**src/rtl/bcd_sum_display.sv**
```systemverilog
// Holds the BCD adder's sum digit and carry on a load strobe and scans them onto
// a two-digit multiplexed 7-segment display. An invalid sum digit (>9) raises err
// and is shown as a dash.
module bcd_sum_display #(
   parameter int REFRESH_DIV = 50000,
   parameter bit ACTIVE_LOW  = 1
) (
   input  logic       clk,
   input  logic       rst,
   input  logic       load,
   input  logic [3:0] sum,
   input  logic       carry,
   output logic [6:0] seg,
   output logic [1:0] an,
   output logic       err
);

   localparam int CW = (REFRESH_DIV > 1) ? $clog2(REFRESH_DIV) : 1;
   localparam logic [CW-1:0] LAST = CW'(REFRESH_DIV - 1);
   localparam logic [6:0] SEG_POL = ACTIVE_LOW ? 7'h7F : 7'h00;
   localparam logic [1:0] AN_POL  = ACTIVE_LOW ? 2'b11 : 2'b00;

   logic [3:0]    held_sum;
   logic          held_carry;
   logic [CW-1:0] cnt;
   logic          sel;        // 0 = ones digit, 1 = tens digit
   logic [6:0]    pattern;
   logic [1:0]    enable;

   always_ff @(posedge clk or posedge rst) begin
      if (rst) begin
         held_sum   <= 4'd0;
         held_carry <= 1'b0;
         err        <= 1'b0;
      end else if (load) begin
         held_sum   <= sum;
         held_carry <= carry;
         err        <= (sum > 4'd9);
      end
   end

   // Scan timing is independent of loads so the refresh rate never jitters.
   always_ff @(posedge clk or posedge rst) begin
      if (rst) begin
         cnt <= '0;
         sel <= 1'b0;
      end else if (cnt == LAST) begin
         cnt <= '0;
         sel <= ~sel;
      end else begin
         cnt <= cnt + 1'b1;
      end
   end

   always_comb begin
      pattern = 7'h00;
      enable  = 2'b01;
      if (sel) begin
         enable  = 2'b10;
         pattern = held_carry ? 7'h06 : 7'h00;
      end else begin
         case (held_sum)
            4'd0:    pattern = 7'h3F;
            4'd1:    pattern = 7'h06;
            4'd2:    pattern = 7'h5B;
            4'd3:    pattern = 7'h4F;
            4'd4:    pattern = 7'h66;
            4'd5:    pattern = 7'h6D;
            4'd6:    pattern = 7'h7D;
            4'd7:    pattern = 7'h07;
            4'd8:    pattern = 7'h7F;
            4'd9:    pattern = 7'h6F;
            default: pattern = 7'h40;
         endcase
      end
   end

   // seg and an share one register stage so the digit enable and its pattern switch together.
   always_ff @(posedge clk or posedge rst) begin
      if (rst) begin
         seg <= 7'h3F ^ SEG_POL;
         an  <= 2'b01 ^ AN_POL;
      end else begin
         seg <= pattern ^ SEG_POL;
         an  <= enable ^ AN_POL;
      end
   end

endmodule
```
**config.mk**
```make
export PLATFORM = sky130hd
export DESIGN_NAME = bcd_sum_display
export DESIGN_NICKNAME = d
export VERILOG_FILES = /design/src/rtl/bcd_sum_display.sv
export SDC_FILE = /design/constraint.sdc
export NUM_CORES = 1
export LEC_CHECK = 0
export CAP_MARGIN = 30
export CORE_ASPECT_RATIO = 0.9
export CORE_MARGIN = 1
export CORE_UTILIZATION = 45
export DETAILED_ROUTE_END_ITERATION = 10
export PLACE_DENSITY_LB_ADDON = 0.1
export RECOVER_POWER = 100
export SETUP_SLACK_MARGIN = 0.1
export SYNTH_ARGS = -nofsm -noshare
export SYNTH_HDL_FRONTEND = slang
export SYNTH_SLANG_ARGS = --single-unit
```
**constraint.sdc**
```tcl
create_clock -name clk -period 1.8 [get_ports clk]
set_input_delay 0.18 -clock clk [delete_from_list [all_inputs] [get_ports clk]]
set_output_delay 0.18 -clock clk [all_outputs]
set_load 0.05 [all_outputs]
```
==> flow_summary.toml, run 1 <==
[outcome]
status = "complete, no violations"

[layout]
seq_area_um2 = 804.5
area_growth_pct = 19.07
instances_no_fill = 199
diodes = 0
drive_gt1_frac = 0.1274
multi_input_area_um2 = 600.6
nets = 170
n_fill_cell = 277

[synthesis]
synthArstFlopShare = 1.000
synth_area_per_cell_um2 = 11.03
ys_warn_count = 0
synth_cell_type_count = 33
synth_edf_count = 0
yosysSeqAreaShare = 0.5515
synth-seq-cells = 32
synth_fp_nets = 146
synthesis.area_mm2 = 0.001456
synth_cells = 132
yosys_most_used_dff = "dfrtp_1"

[cts]
cts_root_buf = "clkbuf_4"
clkTransAtPathRegs_ps = 90
cts_htree_levels = 2
hold_buffers = 0
cts_buffer_depth = 2
cts.sinks = 32
tritoncts = "yes"
tritoncts.num_buffers = 5
clk_latency_ps = 320

[grt]
grt_max_degree = 33
grt_usage = 0.1734
antenna_found_initial = 0
overflow = 0
grt_pass1_vias = 939
grt_first_pass_wirelength_um = 4250

[pwr]
internal_power_mw = 1.032
clockPowerShare = 0.290
pwr_density_cell_mw_per_mm2 = 830.7
p_leak_nw = 0.7818
p_seq_frac = 0.543
finalPower_mw = 1.441
p_sw_frac = 0.2838
p_comb_frac = 0.167
power.switching_uw = 408.8
irDropWorstVdd_v = 0.0003894

[worst_hold_path]
hp-class = "in -> reg"

[placement]
gp_routability_congestion = 0.7802
dp.cells = 189
placement.io_buffers = 17
hpwlAfterDp_um = 1732
dp_slack_ps = 140.8

[setup_path]
cp-start-kind = "flip-flop"
critical_path_arrival_ps = 1520
worst-path-buf-inv = 1
crit_path_max_fanout = 1
cp_slowest_cell = "dlygate4sd3_1"
cp.required_ps = 1620
timing.critical_path.to_type = "output port"
crit_family = "buffers and inverters"
slowest_delay_ps = 860
crit_type = "reg -> out"
path_cells = "dlygate4sd3_1"

[sta]
period_minus_slack_ps = 1698
hold_violations = 0
rsz0062_at_grt = "true"
slew_violations = 0
timing.final.crit_share = 0.9432
setup_viol = 0
hold_ws_ps = 407.4
clock.fmax_mhz = 589.0
skew_ps = 6.089
relSlewSlack = 0.4975
setup_slack_ps = 102.3
tns_ps = 0
worst_pin_slew_ps = 753.8

[die]
dieHeight_um = 55.97
die-width_um = 61.97
core_mm2 = 0.003067
dieArea_mm2 = 0.003468
pin_count = 18
rows = 19
start_util = 0.4749

[flow_run]
drv_cap = 0

[drt]
via_per_inst = 5.095
post_drt_wl_per_cell_um = 12.46
drtAntennaViolNets = 0
dr.pass1.iters = 4
routed_wl_um = 2479
via_count = 1014
drt_iter0_drc = 14
route.detailed.drc = 0
==> synthesized netlist by cell type, types with 2 or more instances <==
cell	number	area share
o22ai_1	2	0.0086
nand3_1	5	0.017
dfrtp_1	30	0.52
nand2_1	5	0.013
ha_1	6	0.052
clkbuf_1	4	0.010
mux2_2	3	0.023
xnor2_1	7	0.042
nand4_1	4	0.017
inv_1	10	0.026
o21ai_0	8	0.027
a21oi_1	4	0.014
a21o_1	2	0.010
nor2_1	13	0.034
dfstp_2	2	0.036
xor2_1	6	0.036
nor4_1	2	0.0086
nand2b_1	4	0.017
==> metal layers <==
metal | vias up | share of wire | global-route usage
li1 | 500 | - | -
met1 | 487 | 0.49 | 0.2423
met2 | 22 | 0.44 | 0.2432
met3 | 5 | 0.044 | 0.06279
met4 | 0 | 0.019 | 0.06667
met5 | - | 0 | 0
==> power groups by stage <==
stage	combinational, mW	clock (mW)	sequential (mW)
CTS	0.258	0.436	0.784
floorplan	0.0847	0	0.883
finish	0.240	0.418	0.782
detailed placement	0.257	0	0.798
global route	0.265	0.460	0.790
global placement	0.256	0	0.796
==> final timing paths <==
check,startpoint,endpoint,slack (ps),cells past startpoint
worst max-delay path,seg[3],seg[3],100,1
worst min-delay path,sum[0],held_sum[0],410,3
max in group asynchronous,rst,cnt[12],770,3
worst min register to register,cnt[0],cnt[0],480,1
worst max register to register,cnt[1],cnt[9],130,5
min in group asynchronous,rst,cnt[8],510,3
==> what timing repair did <==
item	4_1_cts	5_1_grt
buffers inserted	0	1
gates resized for setup	0	4
setup endpoints to repair	0	11
==> tightest hold or removal path: stages <==
cell	delay (ps)
clkdlybuf4s50_1	400
nand2_1	50
o21ai_0	60
==> layout make-up <==
cell class              count  area share
well taps                  42     0.03030
inverters                  10     0.02165
flip-flops and latches     32      0.4639
multi-input cells          86      0.3463
repair buffers             21      0.1039
clock buffers               8     0.03391
==> kinds of logic (layout without fill, tap and decap cells) <==
logic type	Yosys count	after routing	share of synthesized area
muxes	3	3	0.02319
DFF	32	32	0.5515
AOI/OAI and AO/OA	20	20	0.08162
buffers and inverters	14	39	0.03608
and+or+nand+nor	44	44	0.1778
adders and majority gates	6	6	0.05155
xor gates and xnor gates	13	13	0.07818
==> state kept, by name, summed over array words and instances, names as in the netlist <==
register / count
an: 2
cnt: 16
err: 1
held_carry: 1
held_sum: 4
seg: 7
sel: 1
==> placed cells by master, fill, tap and decap left out, types with 2 or more instances in the layout <==
cell type / instances
xor2_1: 6
nand2b_1: 4
dfstp_2: 2
nand2_1: 5
o22ai_1: 2
nand4_1: 4
a21oi_1: 4
mux2_2: 3
a21o_1: 2
inv_1: 10
clkbuf_1: 5
o21ai_0: 8
nor2_1: 13
ha_1: 6
dlygate4sd3_1: 9
dfrtp_1: 29
clkdlybuf4s50_1: 5
clkbuf_4: 5
xnor2_1: 7
nor4_1: 2
nand3_1: 5
==> per-stage QoR <==
stage          utilization  area, um2
2_1_floorplan            -       1456
6_report            0.5655       1734
5_1_grt             0.5655       1734
4_1_cts             0.5651       1733
3_5_place_dp        0.5459       1674
3_3_place_gp        0.5459       1674
Power figures use the tool's default switching activity.
==> inputs of run 2 (changes only) <==
CORE_MARGIN = 2   (was 1)
GPL_ROUTABILITY_DRIVEN = 0   (was default)
==> flow_summary.toml, run 2 (synthesized netlist as in run 1, its figures left out) <==
[outcome]
status = "complete, no violations"

[drt]
drtAntennaViolNets = 0
drt-met1-wl_um = 1233
via_count = 1021
met3WireLength_um = 163
post_drt_wl_per_cell_um = 12.42
route.detailed.drc = 0
via_per_inst = 5.080
drt_iter0_drc = 24
routed-wl-met2_um = 1052
dr.pass1.iters = 4
topRoutingLayerUsed = "met4"
routed_wl_um = 2497

[flow_run]
drv_cap = 0

[layout]
drive_gt1_frac = 0.1509
largest_reg_flops = 16
final_cell_mix = "dfrtp_1 (30), nor2_1 (13), inv_1 (10)"
largestRegisters = "cnt (16), seg (7), held_sum (4)"
instances_no_fill = 201
diodes = 0
nets = 172
top_register = "cnt"
n_fill_cell = 279
seq_area_um2 = 803.3
area_growth_pct = 19.76
final_common_cell = "dfrtp_1"
multi_input_area_um2 = 609.3

[pwr]
p_seq_frac = 0.542
power.switching_uw = 425.3
p_sw_frac = 0.2944
p_comb_frac = 0.163
irDropWorstVdd_v = 0.0005729
p_leak_nw = 0.7918
clockPowerShare = 0.295
pwr_density_cell_mw_per_mm2 = 828.4
internal_power_mw = 1.020

[die]
dieHeight_um = 57.97
core_mm2 = 0.003067
rows = 19
start_util = 0.4749
pin_count = 18
die-width_um = 63.97
dieArea_mm2 = 0.003708

[grt]
grt_max_degree = 24
antenna_found_initial = 0
grt_usage = 0.1552
grt_first_pass_wirelength_um = 4326
overflow = 0
grt_pass1_vias = 936

[sta]
rsz0062_at_grt = "true"
period_minus_slack_ps = 1696
skew_ps = 11.85
relSlewSlack = 0.5973
setup_slack_ps = 103.9
hold_violations = 0
slew_violations = 0
worst_pin_slew_ps = 606.7
tns_ps = 0
setup_viol = 0
clock.fmax_mhz = 589.6
timing.final.crit_share = 0.9423

[setup_path]
critical_path_arrival_ps = 1920
crit_type = "reg -> reg"
slowest_delay_ps = 530
cp-start-kind = "flip-flop"
cp_slowest_cell = "or4bb_4"
path_cells = "or4bb_4, nor4_4, a211oi_1, a31o_1"
timing.critical_path.to_type = "flip-flop"
cp.required_ps = 2020
crit_path_max_fanout = 4

[cts]
cts_root_buf = "clkbuf_4"
tritoncts = "yes"
tritoncts.num_buffers = 5
cts_htree_levels = 2
cts.sinks = 32
hold_buffers = 0
clk_latency_ps = 330
cts_buffer_depth = 2
clkTransAtPathRegs_ps = 100

[worst_hold_path]
hp-class = "in -> async"

[placement]
placement.io_buffers = 17
dp_slack_ps = 102.0
dp.cells = 191
hpwlAfterDp_um = 1781
## run 2: path summary, 6_finish.rpt
kind | start | slack, ps | end | cells past startpoint
hold reg to reg | cnt[0] | 490 | cnt[0] | 1
max in group asynchronous | rst | 680 | an[1] | 3
setup reg to reg | cnt[4] | 100 | cnt[9] | 4
min in group clk | sum[0] | 410 | held_sum[0] | 3
setup / recovery | cnt[4] | 100 | cnt[9] | 4
hold / removal | rst | 250 | cnt[10] | 2
## run 2: repair_timing
action / in CTS / in global routing
cloned: 0 / 0
endpoints found under the setup margin: 10 / 12
pin swaps: 1 / 2
resized for setup: 1 / 7
buffers inserted: 1 / 1
## run 2: per-stage QoR
step	power, mW	instance area (um2)	hold slack (ps)	util
floorplan	0.9676	1456	294.7	-
global placement	1.056	1702	475.8	0.5549
detailed placement	1.059	1702	480.8	0.5549
CTS	1.493	1769	152.4	0.5769
global route	1.537	1744	261.9	0.5687
finish	1.445	1744	249.2	0.5687
## run 2: layer usage
layer / GRT usage / vias up
li1: - / 497
met1: 0.2198 / 490
met2: 0.2128 / 27
met3: 0.06019 / 7
met4: 0.06522 / 0
met5: 0 / -
## run 2: layout make-up
class	instances	area share
clock buffer	6	0.02941
sequential	32	0.4605
clock inverter	2	0.005739
timing repair buffer	23	0.1033
inverter	10	0.02152
multi-input combinational	86	0.3494
tap	42	0.03013
## run 2: power groups by stage
| stage | combinational (mW) | clock [mW] | sequential (mW) |
|---|---|---|---|
| after floorplan | 0.0847 | 0 | 0.883 |
| after global placement | 0.260 | 0 | 0.796 |
| after detailed placement | 0.261 | 0 | 0.798 |
| after CTS | 0.260 | 0.449 | 0.784 |
| after global routing | 0.256 | 0.491 | 0.790 |
| final | 0.236 | 0.427 | 0.783 |
## run 2: worst max-delay path: cells and delay by family (launching register included)
| kind | cells | cell delay [ps] |
|---|---|---|
| AND/OR/NAND/NOR | 2 | 900 |
| flip-flops | 1 | 420 |
| AO/OA/AOI/OAI | 2 | 270 |
